**src/rtl/gcd_result_bcd_if.sv**
```systemverilog
// Result bus between the GCD processor and its BCD display consumer.
// The seg field exists only when GCD_BCD_SEG7_EN is defined.
interface gcd_result_bcd_if #(
  parameter int WIDTH  = 8,
  parameter int DIGITS = 3
);
  logic                  halt;
  logic [WIDTH-1:0]      dataIn;
  logic                  busy;
  logic                  done;
  logic [4*DIGITS-1:0]   bcd;
  logic [1:0]            dbg_state;
`ifdef GCD_BCD_SEG7_EN
  logic [7*DIGITS-1:0]   seg;
`endif

  // Handshake: the master raises halt with dataIn valid. The rising edge of halt is a
  // one-shot request that is taken only while busy is low, and there is no ready-style
  // back-pressure. done pulses for one cycle when bcd (and seg) have just been updated.
`ifdef GCD_BCD_SEG7_EN
  modport master (output halt, dataIn, input busy, done, bcd, dbg_state, seg);
  modport slave  (input halt, dataIn, output busy, done, bcd, dbg_state, seg);
`else
  modport master (output halt, dataIn, input busy, done, bcd, dbg_state);
  modport slave  (input halt, dataIn, output busy, done, bcd, dbg_state);
`endif
endinterface

```
**src/rtl/gcd_result_bcd.sv**
```systemverilog
// Sequential double-dabble converter for the GCD result, with an optional 7-segment
// decode that is enabled by defining GCD_BCD_SEG7_EN.
module gcd_result_bcd #(
  parameter int WIDTH  = 8,
  parameter int DIGITS = 3
) (
  input  logic             clock,
  input  logic             reset,
  gcd_result_bcd_if.slave  bus
);
  localparam int CW = $clog2(WIDTH + 1);
  localparam int SW = 4 * DIGITS;

  typedef enum logic [1:0] {IDLE = 2'd0, SHIFT = 2'd1, DONE = 2'd2} state_e;

  state_e          state_q;
  logic            halt_q;
  logic            busy_q;
  logic            done_q;
  logic [WIDTH-1:0] shift_q;
  logic [SW-1:0]   scratch_q;
  logic [SW-1:0]   bcd_q;
  logic [CW-1:0]   cnt_q;
  logic            trig;
  logic [SW-1:0]   adj;
  logic [SW+WIDTH-1:0] shifted_d;

  assign trig = bus.halt & ~halt_q;

  // The add-3 correction uses the pre-shift nibbles; the carry out of the top nibble falls off.
  always_comb begin
    adj = scratch_q;
    for (int i = 0; i < DIGITS; i++) begin
      if (scratch_q[4*i +: 4] >= 4'd5) adj[4*i +: 4] = scratch_q[4*i +: 4] + 4'd3;
    end
    shifted_d = {adj, shift_q} << 1;
  end

`ifdef GCD_BCD_SEG7_EN
  localparam logic [6:0] SEG_BLANK = 7'b1111111;
  localparam logic [6:0] SEG_ZERO  = 7'b1000000;

  logic [7*DIGITS-1:0] seg_q;
  logic [7*DIGITS-1:0] seg_d;
  logic                lead;

  function automatic logic [6:0] glyph(input logic [3:0] n);
    case (n)
      4'd0:    glyph = 7'b1000000;
      4'd1:    glyph = 7'b1111001;
      4'd2:    glyph = 7'b0100100;
      4'd3:    glyph = 7'b0110000;
      4'd4:    glyph = 7'b0011001;
      4'd5:    glyph = 7'b0010010;
      4'd6:    glyph = 7'b0000010;
      4'd7:    glyph = 7'b1111000;
      4'd8:    glyph = 7'b0000000;
      4'd9:    glyph = 7'b0010000;
      default: glyph = 7'b1111111;
    endcase
  endfunction

  // Blank zero digits from the top down until the first non-zero; units always shown.
  always_comb begin
    seg_d = '1;
    lead  = 1'b1;
    for (int i = DIGITS - 1; i >= 0; i--) begin
      if (i != 0 && lead && scratch_q[4*i +: 4] == 4'd0) begin
        seg_d[7*i +: 7] = SEG_BLANK;
      end else begin
        seg_d[7*i +: 7] = glyph(scratch_q[4*i +: 4]);
        lead = 1'b0;
      end
    end
  end

  assign bus.seg = seg_q;
`endif

  always_ff @(posedge clock or posedge reset) begin
    if (reset) begin
      state_q   <= IDLE;
      halt_q    <= 1'b0;
      busy_q    <= 1'b0;
      done_q    <= 1'b0;
      shift_q   <= '0;
      scratch_q <= '0;
      bcd_q     <= '0;
      cnt_q     <= '0;
`ifdef GCD_BCD_SEG7_EN
      seg_q     <= {{(7*(DIGITS-1)){1'b1}}, SEG_ZERO};
`endif
    end else begin
      halt_q <= bus.halt;
      done_q <= 1'b0;
      case (state_q)
        IDLE: begin
          if (trig) begin
            shift_q   <= bus.dataIn;
            scratch_q <= '0;
            cnt_q     <= CW'(WIDTH);
            busy_q    <= 1'b1;
            state_q   <= SHIFT;
          end
        end
        SHIFT: begin
          {scratch_q, shift_q} <= shifted_d;
          cnt_q <= cnt_q - CW'(1);
          if (cnt_q == CW'(1)) state_q <= DONE;
        end
        DONE: begin
          bcd_q   <= scratch_q;
          done_q  <= 1'b1;
          busy_q  <= 1'b0;
          state_q <= IDLE;
`ifdef GCD_BCD_SEG7_EN
          seg_q   <= seg_d;
`endif
        end
        default: state_q <= IDLE;
      endcase
    end
  end

  assign bus.busy      = busy_q;
  assign bus.done      = done_q;
  assign bus.bcd       = bcd_q;
  assign bus.dbg_state = state_q;
endmodule

```
**src/flat_wrapper.sv**
```systemverilog
// flat-port wrapper written by rule: the top's interface ports become plain ports
module gcd_result_bcd_flat 
#(
  parameter int WIDTH  = 8,
  parameter int DIGITS = 3
)
  (clock, reset, bus_halt, bus_dataIn, bus_busy, bus_done, bus_bcd, bus_dbg_state);
  gcd_result_bcd_if #(.WIDTH(WIDTH), .DIGITS(DIGITS)) bus_i ();
  input  logic clock;
  input  logic reset;
  input wire logic [$bits(bus_i.halt)-1:0] bus_halt;
  input wire logic [$bits(bus_i.dataIn)-1:0] bus_dataIn;
  output wire logic [$bits(bus_i.busy)-1:0] bus_busy;
  output wire logic [$bits(bus_i.done)-1:0] bus_done;
  output wire logic [$bits(bus_i.bcd)-1:0] bus_bcd;
  output wire logic [$bits(bus_i.dbg_state)-1:0] bus_dbg_state;
  assign bus_i.halt = bus_halt;
  assign bus_i.dataIn = bus_dataIn;
  assign bus_busy = bus_i.busy;
  assign bus_done = bus_i.done;
  assign bus_bcd = bus_i.bcd;
  assign bus_dbg_state = bus_i.dbg_state;
  gcd_result_bcd #(.WIDTH(WIDTH), .DIGITS(DIGITS)) u_core (.clock(clock), .reset(reset), .bus(bus_i));
endmodule
```
**config.mk**
```make
export PLATFORM = sky130hd
export DESIGN_NAME = gcd_result_bcd_flat
export DESIGN_NICKNAME = d
export VERILOG_FILES = /design/src/rtl/gcd_result_bcd_if.sv /design/src/rtl/gcd_result_bcd.sv /design/src/flat_wrapper.sv
export SDC_FILE = /design/constraint.sdc
export NUM_CORES = 1
export LEC_CHECK = 0
export BUFFER_PORTS_ARGS = -buffer_cell sky130_fd_sc_hd__clkbuf_2
export CORE_UTILIZATION = 45
export DETAILED_ROUTE_END_ITERATION = 10
export GPL_TIMING_DRIVEN = 0
export PLACE_DENSITY = 0.73
export SLEW_MARGIN = 10
export SYNTH_ARGS = -nofsm -noshare
export SYNTH_HDL_FRONTEND = slang
export SYNTH_SLANG_ARGS = --single-unit
```
**constraint.sdc**
```tcl
create_clock -name clock -period 1.4 [get_ports clock]
set_input_delay 0.07 -clock clock [delete_from_list [all_inputs] [get_ports clock]]
set_output_delay 0.07 -clock clock [all_outputs]
set_load 0.02 [all_outputs]
```
==> flow_summary.yaml <==
run_status:
  status: "finished, final reports clean"
cells_and_area:
  nNetsFinal: 253
  diodes: 0
  multi_input_area_um2: 845
  nFillCells: 322
  final_area_um2: 2400
  final_common_cell: "nand2_1"
  layout_common_cells: "nand2_1 (53), dfrtp_1 (39), clkbuf_2 (26)"
  final_cells: 282
  regArea_um2: 1030
  area_growth_pct: 30.1
  post_route_cells_drive_above_1_share_pct: 30.8
  fin_util_pct: 63.3
power_and_ir_drop:
  power_frac_seq_pct: 37.3
  p_int_mw: 3.31
  swShare_pct: 40.6
  powerDensity_nw_per_um2: 2320
  p_clk_share_pct: 14.0
  p_sw_mw: 2.26
  peakVddDrop_mv: 1.10
  cellLeakagePower_nw: 1.20
  comb_power_share_pct: 48.6
synthesis:
  synthCells: 183
  synth_edf_count: 0
  synth_top_cell_area_share_pct: 55.6
  async_reset_ff_share_pct: 100
  synth.largest_area_cell: "dfrtp_1"
  netlist_top_cells_area: "dfrtp_1 (56%), nand2_1 (11%), ha_1 (5.4%)"
  syn_nets: 202
  synthesis.area_um2: 1850
  yosysUniqueCellTypes: 29
  synth_seq_cells: 41
  avgSynthCellArea_um2: 10.1
  ys.flop_type: "dfrtp_1"
  yosysWarnings: 0
  ys_seq_area_share_pct: 55.6
timing:
  min_period_over_period_pct: 99.2
  timing.final.setup_violations: 0
  max_freq_mhz: 720
  drv_slew: 0
  rsz0062_at_grt: "yes"
  worst_pin_slew_ns: 0.467
  fin_crit_ns: 1.39
  relSlewSlack_pct: 68.9
  skew_ns: 0.00831
  hold_viol_final: 0
  fin_ws_ns: 0.0113
floorplan:
  dieHeight_um: 66.1
  coreArea_um2: 3800
  rows: 22
  die_x_um: 66.1
  io_pins: 27
  dieArea_um2: 4360
  start_util_pct: 48.6
global_route:
  gr-usage-all-layers_pct: 19.0
  grt_pass1_wl_um: 6090
  overflow: 0
  antenna_found_initial: 0
  grt_max_degree: 37
  grt_pass1_vias: 1312
routing:
  avgViaCountPerCell: 5.02
  drc: 0
  vias: 1417
  postRouteAntennaNets: 0
  drtIter0Drc: 73
  drt-total-wl_um: 3800
  routedWlPerCell_um: 13.5
  dr.pass1.iters: 4
place:
  port_buffers: 26
  placed_cell_area_um2: 2060
  gp_congestion: 0.735
  pre_cts_ws_ns: -0.184
  dpl.cell_count: 258
  dp_hpwl_um: 2310
critical_path:
  crit_required_ns: 1.64
  critPathCaptureType: "flip-flop"
  crit_type: "reg2reg"
  max_stage_delay_ns: 0.38
  crit_family: "flip-flops"
  cp-start-kind: "flip-flop"
  timing.rr.end: "u_core.scratch_q[6]$_DFFE_PP0P_"
  ff2ff_path_depth: 6
  cpMaxStageDelayCell: "dfrtp_1"
  cp_max_fo: 3
  path_cells: "inv_2 > ha_2 > nand2b_4 > a21oi_4 > mux2i_1 > a22o_1"
  timing.rr.start: "u_core.scratch_q[5]$_DFFE_PP0P_"
  path_buf_inv: 1
  ff2ff_setup_slack_ns: 0.01
  crit_start: "u_core.scratch_q[5]$_DFFE_PP0P_"
  crit_arrival_ns: 1.63
worst_hold_path:
  hp-class: "in2reg"
  holdPathEnd: "u_core.shift_q[7]$_DFFE_PP0P_"
  hold_path.startpoint: "bus_dataIn[7]"
  min_path_cells: 3
run:
  drv_cap: 0
clock_tree:
  root_buffer: "clkbuf_8"
  cts_buffers: 5
  clock_sinks: 41
  clockBufferDepth: 2
  cts-htree-levels: 2
  cts.clk_slew.worst_paths_ns: 0.08
  clk_latency_ns: 0.29
  cts_tree: "done"
-- kinds of logic (layout without fill, tap and decap cells) --
logic type | count (synthesis) | count (layout) | share of synthesized area (%)
XOR/XNOR | 5 | 5 | 2.37
AO/OA/AOI/OAI | 38 | 38 | 12.8
buffers and inverters | 17 | 67 | 4.81
adder cells (fa/ha/maj) | 8 | 8 | 5.42
multiplexers | 3 | 3 | 1.63
AND/OR/NAND/NOR | 71 | 72 | 17.4
flip-flops | 41 | 41 | 55.6
-- repair_timing --
action | 4_1_cts | 5_1_grt
hold endpoints to repair | 47 | 0
pin swaps | 6 | 9
cloned | 0 | 2
setup endpoints to repair | 24 | 20
gates resized for setup | 11 | 18
hold buffers | 7 | 0
setup buffers | 4 | 4
-- layer usage --
layer	share of wire [%]	track usage, %
met5	0	0
met4	1.1	7.98
met3	4.6	4.66
met2	46	30.2
met1	49	24.6
-- through the flow --
| stage | hold WS, ns | TNS, ns | total power, mW |
|---|---|---|---|
| finish | 0.00918 | 0 | 5.57 |
| global route | 0.0231 | -0.0894 | 6.01 |
| floorplan | 0.101 | 0 | 3.61 |
| CTS | 0.00165 | -0.000398 | 5.15 |
| detailed placement | -0.0426 | -2.11 | 4.19 |
| global placement | 0.204 | -7.73 | 4.12 |
-- state kept, by name, summed over array words and instances, names as in the netlist --
signal	count
u_core.bus.bcd	12
u_core.bus.busy	1
u_core.bus.dbg_state	2
u_core.bus.done	1
u_core.cnt_q	4
u_core.halt_q	1
u_core.scratch_q	12
u_core.shift_q	8
-- area by class of cell --
cell class / count / area share [%]
Buffer: 7 / 2.13
Sequential cell: 41 / 42.8
Clock buffer: 7 / 3.59
Tap cell: 48 / 2.50
Timing Repair Buffer: 43 / 12.3
Multi-Input combinational cell: 126 / 35.1
Inverter: 10 / 1.56
-- worst max path at each step --
stage                                               end  cells past startpoint
finish                  u_core.scratch_q[6]$_DFFE_PP0P_                      6
global placement    u_core.bus.dbg_state[0]$_DFFE_PP0P_                      2
floorplan               u_core.scratch_q[2]$_DFFE_PP0P_                      6
global route            u_core.scratch_q[2]$_DFFE_PP0P_                      6
CTS                     u_core.scratch_q[6]$_DFFE_PP0P_                      5
detailed placement      u_core.scratch_q[6]$_DFFE_PP0P_                      6
-- cells in the mapped netlist (all sizes together), types with 4 or more instances --
cell and instances:
inv 10, nand2 53, o21ai 17, buf 6, dfrtp 41, a22oi 7
nor3 4, nand2b 5, ha 8
-- tightest hold or removal path, stage by stage --
cell and delay (ns):
clkbuf_2 0.07, a22oi_1 0.06, nand2_1 0.06
-- power by group through the flow --
| stage | Sequential [mW] | Combinational, mW | Clock (mW) |
|---|---|---|---|
| 6_report | 2.08 | 2.71 | 0.781 |
| 5_1_grt | 2.15 | 3.01 | 0.853 |
| 4_1_cts | 2.04 | 2.31 | 0.795 |
| 3_5_place_dp | 2.04 | 2.15 | 0 |
| 3_3_place_gp | 2.03 | 2.09 | 0 |
| 2_1_floorplan | 2.20 | 1.42 | 0 |
(Power assumes the default switching activity.)
